**src/rtl/dmem_wait.sv**
```systemverilog
// dmem_wait: request/ready data memory with byte/half/word lanes,
// programmable wait states and a small memory-mapped I/O window.
module dmem_wait #(
    parameter int unsigned DEPTH_WORDS = 64,
    parameter int unsigned WAIT_STATES = 0,
    parameter logic [31:0] IO_BASE     = 32'hFFFF_0000
) (
    input  logic        clk,
    input  logic        reset,
    input  logic        req,
    input  logic        we,
    input  logic [1:0]  size,
    input  logic        signed_ld,
    input  logic [31:0] addr,
    input  logic [31:0] wdata,
    output logic [31:0] rdata,
    output logic        ready,
    output logic        err,
    output logic [31:0] io_out
);

    localparam int unsigned AW = $clog2(DEPTH_WORDS);

    typedef enum logic [1:0] {
        S_IDLE,
        S_BUSY,
        S_RESP
    } state_t;

    state_t      r_state;
    state_t      w_next;

    logic [31:0] r_addr;
    logic        r_we;
    logic [1:0]  r_size;
    logic        r_sext;
    logic [31:0] r_wdata;
    logic [3:0]  r_wait;
    logic [31:0] r_rdata;
    logic        r_err;
    logic [31:0] r_io_out;
    logic [31:0] r_cyc;
    logic [31:0] r_mem [DEPTH_WORDS];

    logic        w_in_io;
    logic        w_cap_err;
    logic        w_accept;
    logic        w_perform;
    logic        w_io;
    logic [AW-1:0] w_idx;
    logic [31:0] w_rd_word;
    logic [7:0]  w_byte;
    logic [15:0] w_half;
    logic [31:0] w_load;
    logic [3:0]  w_be;
    logic [31:0] w_wrep;
    logic        w_mem_we;
    logic        w_io_we;

    // Classify the incoming request: I/O hit and alignment/size errors
    always_comb begin
        w_in_io   = (addr >= IO_BASE);
        w_cap_err = (size == 2'b11)
                  | ((size == 2'b01) & addr[0])
                  | ((size == 2'b10) & (addr[1:0] != 2'b00))
                  | (w_in_io & (size != 2'b10));
    end

    // State register
    always_ff @(posedge clk) begin
        if (reset) begin
            r_state <= S_IDLE;
        end else begin
            r_state <= w_next;
        end
    end

    // Next-state logic
    always_comb begin
        w_next = r_state;
        case (r_state)
            S_IDLE: begin
                if (req) begin
                    w_next = w_cap_err ? S_RESP : S_BUSY;
                end
            end
            S_BUSY: begin
                if (r_wait == 4'd0) begin
                    w_next = S_RESP;
                end
            end
            S_RESP:  w_next = S_IDLE;
            default: w_next = S_IDLE;
        endcase
    end

    // FSM outputs and access strobes
    always_comb begin
        ready     = (r_state == S_RESP);
        w_accept  = (r_state == S_IDLE) && req;
        w_perform = (r_state == S_BUSY) && (r_wait == 4'd0);
    end

    // Decode of the captured request and read-data lane selection
    always_comb begin
        w_io  = (r_addr >= IO_BASE);
        w_idx = r_addr[AW+1:2];

        w_rd_word = '0;
        if (w_io) begin
            if (r_addr == IO_BASE) begin
                w_rd_word = r_io_out;
            end else if (r_addr == IO_BASE + 32'd4) begin
                w_rd_word = r_cyc;
            end
        end else begin
            w_rd_word = r_mem[w_idx];
        end

        case (r_addr[1:0])
            2'd0:    w_byte = w_rd_word[7:0];
            2'd1:    w_byte = w_rd_word[15:8];
            2'd2:    w_byte = w_rd_word[23:16];
            default: w_byte = w_rd_word[31:24];
        endcase
        w_half = r_addr[1] ? w_rd_word[31:16] : w_rd_word[15:0];

        case (r_size)
            2'b00:   w_load = {{24{r_sext & w_byte[7]}}, w_byte};
            2'b01:   w_load = {{16{r_sext & w_half[15]}}, w_half};
            default: w_load = w_rd_word;
        endcase
    end

    // Store lane enables and right-aligned data replicated onto every lane
    always_comb begin
        case (r_size)
            2'b00: begin
                w_be   = 4'b0001 << r_addr[1:0];
                w_wrep = {4{r_wdata[7:0]}};
            end
            2'b01: begin
                w_be   = r_addr[1] ? 4'b1100 : 4'b0011;
                w_wrep = {2{r_wdata[15:0]}};
            end
            default: begin
                w_be   = 4'b1111;
                w_wrep = r_wdata;
            end
        endcase
        w_mem_we = w_perform & r_we & ~w_io;
        w_io_we  = w_perform & r_we & w_io & (r_addr == IO_BASE);
    end

    // Request capture, wait countdown and registered response
    always_ff @(posedge clk) begin
        if (reset) begin
            r_addr  <= '0;
            r_we    <= 1'b0;
            r_size  <= '0;
            r_sext  <= 1'b0;
            r_wdata <= '0;
            r_wait  <= '0;
            r_rdata <= '0;
            r_err   <= 1'b0;
        end else if (w_accept) begin
            r_addr  <= addr;
            r_we    <= we;
            r_size  <= size;
            r_sext  <= signed_ld;
            r_wdata <= wdata;
            r_wait  <= 4'(WAIT_STATES);
            if (w_cap_err) begin
                r_rdata <= '0;
                r_err   <= 1'b1;
            end
        end else if (r_state == S_BUSY) begin
            if (r_wait != 4'd0) begin
                r_wait <= r_wait - 4'd1;
            end else begin
                r_rdata <= r_we ? '0 : w_load;
                r_err   <= 1'b0;
            end
        end
    end

    // RAM byte-lane writes; reset suppresses a store that has not yet committed
    always_ff @(posedge clk) begin
        if (!reset && w_mem_we) begin
            for (int unsigned k = 0; k < 4; k++) begin
                if (w_be[k]) begin
                    r_mem[w_idx][8*k +: 8] <= w_wrep[8*k +: 8];
                end
            end
        end
    end

    // I/O output register
    always_ff @(posedge clk) begin
        if (reset) begin
            r_io_out <= '0;
        end else if (w_io_we) begin
            r_io_out <= r_wdata;
        end
    end

    // Free-running cycle counter
    always_ff @(posedge clk) begin
        if (reset) begin
            r_cyc <= '0;
        end else begin
            r_cyc <= r_cyc + 32'd1;
        end
    end

    assign rdata  = r_rdata;
    assign err    = r_err;
    assign io_out = r_io_out;

endmodule

```
**config.mk**
```make
export PLATFORM = sky130hd
export DESIGN_NAME = dmem_wait
export DESIGN_NICKNAME = d
export VERILOG_FILES = /design/src/rtl/dmem_wait.sv
export SDC_FILE = /design/constraint.sdc
export NUM_CORES = 2
export LEC_CHECK = 0
export CORE_MARGIN = 2
export CORE_UTILIZATION = 30
export DETAILED_ROUTE_END_ITERATION = 16
export PLACE_DENSITY = 0.48
export SYNTH_ARGS = -nofsm -noshare
export SYNTH_HDL_FRONTEND = slang
export SYNTH_SLANG_ARGS = --single-unit
```
**constraint.sdc**
```tcl
create_clock -name clk -period 5.75 [get_ports clk]
set_input_delay 1.4375 -clock clk [delete_from_list [all_inputs] [get_ports clk]]
set_output_delay 1.4375 -clock clk [all_outputs]
set_load 0.1 [all_outputs]
```
* Yosys cells after proc, flatten, opt, wreduce, memory -nomap -nowiden
Memory sizes are Yosys's and may differ from the RTL's. A register that Yosys moved wholly into a read port is not among the register bits.
Index checks and enable logic that the tools add are counted.
** Word-level totals
- Bits in registers :: 171
- Word-level logic and storage cells :: 96
- Output and inout bits :: 66
- Memories kept :: 1
- Bits of input ports :: 71
- Bits in writable memories :: 2048
** Operators by class
- Add/subtract/negate cells :: 2
- Equality and inequality tests :: 15
- Shift-type cells :: 1
- Magnitude comparators :: 2
- Multiplexer cells :: 36
- Bitwise gates (word level) :: 13
- Reduce and logical (&&, ||, !) cells :: 15
** Memories
- r_mem :: depth 64, bits a word 32, rd ports 1, clocked after Yosys merged registers in 1, wr ports 1, line 43 : logic [31:0] r_mem [DEPTH_WORDS];
** Operators with widths (number)
- two-way mux 32 bit :: 8
- one-hot mux 32 bit (2 select lines) :: 2
- equality test 32 bit, second input constant :: 2
- >= comparator 32 bit, second input constant :: 2
- adder 32 x 1 -> 32 bit, second input constant :: 1
- one-hot mux 8 bit (3 select lines) :: 1
- two-way mux 1 bit :: 16
- two-way mux 16 bit :: 1
- two-way mux 6 bit :: 2
- != test 2 bit, second input constant :: 5
- bitwise AND 1 bit :: 9
- equality test 2 x 1 -> 1 bit, second input constant :: 4
- equality test 2 bit, second input constant :: 4
- one-hot mux 4 bit (2 select lines) :: 1
- logical NOT 2 bit :: 3
- two-way mux 2 bit :: 3
- logical NOT 4 bit :: 1
- two-way mux 4 bit :: 1
- one-hot mux 2 bit (2 select lines) :: 1
- AND reduction 2 bit :: 2
- nonzero test 2 bit :: 2
- nonzero test 4 bit :: 1
- << shifter 1 x 2 -> 4 bit, first input constant :: 1
- subtractor 4 x 1 -> 4 bit, second input constant :: 1
- other kinds (6) :: 10

* Logic depth before layout (Yosys ltp)
- Word-level depth :: 11
- Mapped depth :: 15
- Mapped depth without buffers :: 9

* Least setup slack after synthesis
Ideal clock, no wire load.
- Path kind :: reg-to-reg
- From :: reg r_wdata[0]
- To :: mem r_mem[0][24] (data pin)
- Arrival :: 3844 ps
- Stages on the path, launching flop included :: 3
- Setup slack :: 1203 ps
- Library setup time :: 702 ps
- Cell sequence :: dfxtp_1 mux2i_1 o21ai_0
** Between the ends
- Cells in the longest elaborated chain, start to end :: 1
** Ends and longest elaborated chain
- start: declaration :: line 37 : logic [31:0] r_wdata;
- start signal: assignment :: line 171 : r_wdata <= wdata;
- one-hot mux 32 bit (2 select lines) :: line 137 : case (r_size)
- net w_wrep[24] :: line 56 : logic [31:0] w_wrep;
- end: declaration :: line 43
The timed path passes the listed nets, and every way through them passes these cells.

==> reports/results.txt <==
DRT Wirelength: 291 mm
Power per cell area: 350 nW/µm²
Worst path max stage delay: 1.10 ns
Syn Nets: 4723
Status: complete, no violations
RSZ-0062 raised after global routing: false
Cell Area, Placed: 93800 µm²
Post-cts resize count: 0
Worst-Skew Late Latency: 0.89 ns
Total CTS buffers: 227
Wire length per cell: 32.4 µm
Crit share post-route: 0.857
Post-synth EDFFs: 2048
Die Width: 544 µm
First-pass GRT wire length: 397 mm
Commonest non-fill, non-tap cell in the layout: edfxtp_1
Setup TNS: 0 ns
Async SR Flop Fraction: 0
Overflow after GRT: 0
Minimum clock period: 4.93 ns
Number of global-route vias before repair: 46441
Total number of yosys warnings: 0
Vias: 47781
# rows: 198
Vert. Die Dim: 544 µm
Yosys top cell by area: edfxtp_1
Final Max Slew Viols: 0
Overall Global Routing Usage: 0.193
Root Driver: clkbuf_16
#FFs+latches synth: 2225
Netlist Area Pre-Place: 87600 µm²
Top Family by Delay on Critical Path: compound AO/OA/AOI/OAI gates
Clk buf depth: 3
Fmax achieved: 203 MHz
Most frequently used flop master after synthesis: edfxtp_1
DRT iter0 DRCs: 5957
Drc violations: 0
Ports: 137
# hold bufs at CTS: 0
Critical Path, Cell by Cell: buf_12 -> buf_12 -> mux4_2 -> o21ai_0 -> o22ai_1 -> nor3_1 -> a211oi_1 -> a221o_1 -> a221o_1
Max Cap Violations: 0
Worst setup EP type: flip-flop
Final WS setup: 0.820 ns
Reg clk slew, reported paths: 0.06 ns
Largest net degree at the start of global routing: 87
Syn Area/Cell: 18.8 µm²
Antenna viol nets, final: 0
CP Max Fanout: 36
Die Area: 296000 µm²
WP data required: 6.52 ns
CP max-delay cell: nor3_1
Synth unique cells: 73
Seq/Total Area, Yosys: 0.743
Setup Skew: 0.0378 ns
CTS tree: done
Startpoint types: flip-flop
Dpl hpwl: 190 mm
Most frequent cells in the layout: edfxtp_1, mux4_2, nand2_1
Mean number of vias per cell: 5.31
PortBufs: 136
HP Class: flip-flop to flip-flop
Max IR drop VDD: 0.351 mV
Syn Inst Count: 4650
Pre-CTS setup slack: 0.880 ns
Final instance area: 101000 µm²
Layout area overhead: 15.9%
Relative slew margins: 0.0339
RePlAce Congestion: 0.905
Layout cells sized above 1: 0.214
Starting Density: 0.301
Final net count: 4953
Hold Fails Final Rpt: 0
CP bufs+invs: 2
Synth top area share: 0.702
Final setup fails: 0
Crit path kind: flip-flop to flip-flop
Critical Path AT: 5.70 ns
Setup Buffers After CTS: 0
H-Tree Depth: 4
DR pass1 iterations: 8
Core Area: 291000 µm²
Clock Sink Count: 2225
Initial antenna violation count: 33
Pleak: 32.1 nW
Worst-Margin Slew: 1.44 ns
Synth area leaders: edfxtp_1, mux4_2, dfxtp_1
## cell families after synthesis
kind of cell             after synthesis  synth area share
AO/OA/AOI/OAI                        466            0.0356
XOR/XNOR                              31           0.00310
buffers and inverters                294            0.0184
adder cells (fa/ha/maj)                2          0.000286
multiplexers                         697             0.154
AND/OR/NAND/NOR                      935            0.0455
flip-flops                          2225             0.743
## registers in the layout, summed over array words and instances (netlist names), 2 cells and up, named ones only
| name | cells |
|---|---|
| r_wdata | 32 |
| r_wait | 4 |
| r_cyc | 32 |
| r_mem | 2048 |
| rdata | 32 |
| r_size | 2 |
| r_state | 2 |
| r_addr | 32 |
| io_out | 32 |
## layer usage
metal  share of wire  GRT usage
met1            0.42      0.265
met2            0.45      0.298
met4           0.040     0.0741
met5         0.00039    0.00195
met3           0.085     0.0442
## worst paths after layout
| check | to | cells after the start | startpoint | slack [ns] |
|---|---|---|---|---|
| worst max-delay path | rdata[25] | 9 | flip-flop | 0.82 |
| worst min-delay path | r_addr[13] | 2 | r_addr[13] | 0.46 |
| worst max register to register | rdata[25] | 9 | flip-flop | 0.82 |
| worst min register to register | r_addr[13] | 2 | r_addr[13] | 0.46 |
## cells in the mapped netlist, types with 18 or more instances
cell type  count
edfxtp_1    2048
mux4_2       516
nand2_1      374
nor2_1       359
dfxtp_1      177
a21oi_1      160
mux2i_1      153
clkbuf_1     116
buf_2         67
a22oi_1       62
o21ai_0       47
a221oi_1      43
nand3_1       40
buf_4         36
nor3_1        31
buf_6         29
buf_1         26
mux2_2        25
xor2_1        22
and3_1        19
nand4_1       19
o22ai_1       18
## power by group
group          internal [W]  switching, W
Sequential           0.0178     0.0000919
Combinational      0.000796       0.00169
Clock               0.00879       0.00634
## worst register-to-register path, delay by kind of cell (launching register included)
family	cells	cell delay (ns)
mux	1	0.52
buf+inv	2	0.74
simple gates	1	1.10
compound gates	5	1.70
flops	1	0.77
## metrics by stage
| stage | util | total power [W] | hold WS [ns] | std cells |
|---|---|---|---|---|
| 6_report | 0.349 | 0.0355 | 0.456 | 9002 |
| 3_3_place_gp | 0.323 | 0.0207 | 0.446 | 8551 |
| 5_1_grt | 0.349 | 0.0365 | 0.477 | 8981 |
| 2_1_floorplan | - | 0.0196 | 0.425 | 4650 |
| 4_1_cts | 0.349 | 0.0358 | 0.456 | 8975 |
| 3_5_place_dp | 0.323 | 0.0208 | 0.448 | 8551 |
## area by class of cell
class,instances,area (µm²)
diodes,27,67.6
clock buffers,284,6110
clock inverters,140,1480
fillers,27216,189000
inverters,13,55.1
multi-input cells,2131,21100
flip-flops and latches,2225,65100
well taps,3900,4880
repair buffers,282,2680
Note: power is estimated with default switching activity, not from simulation.
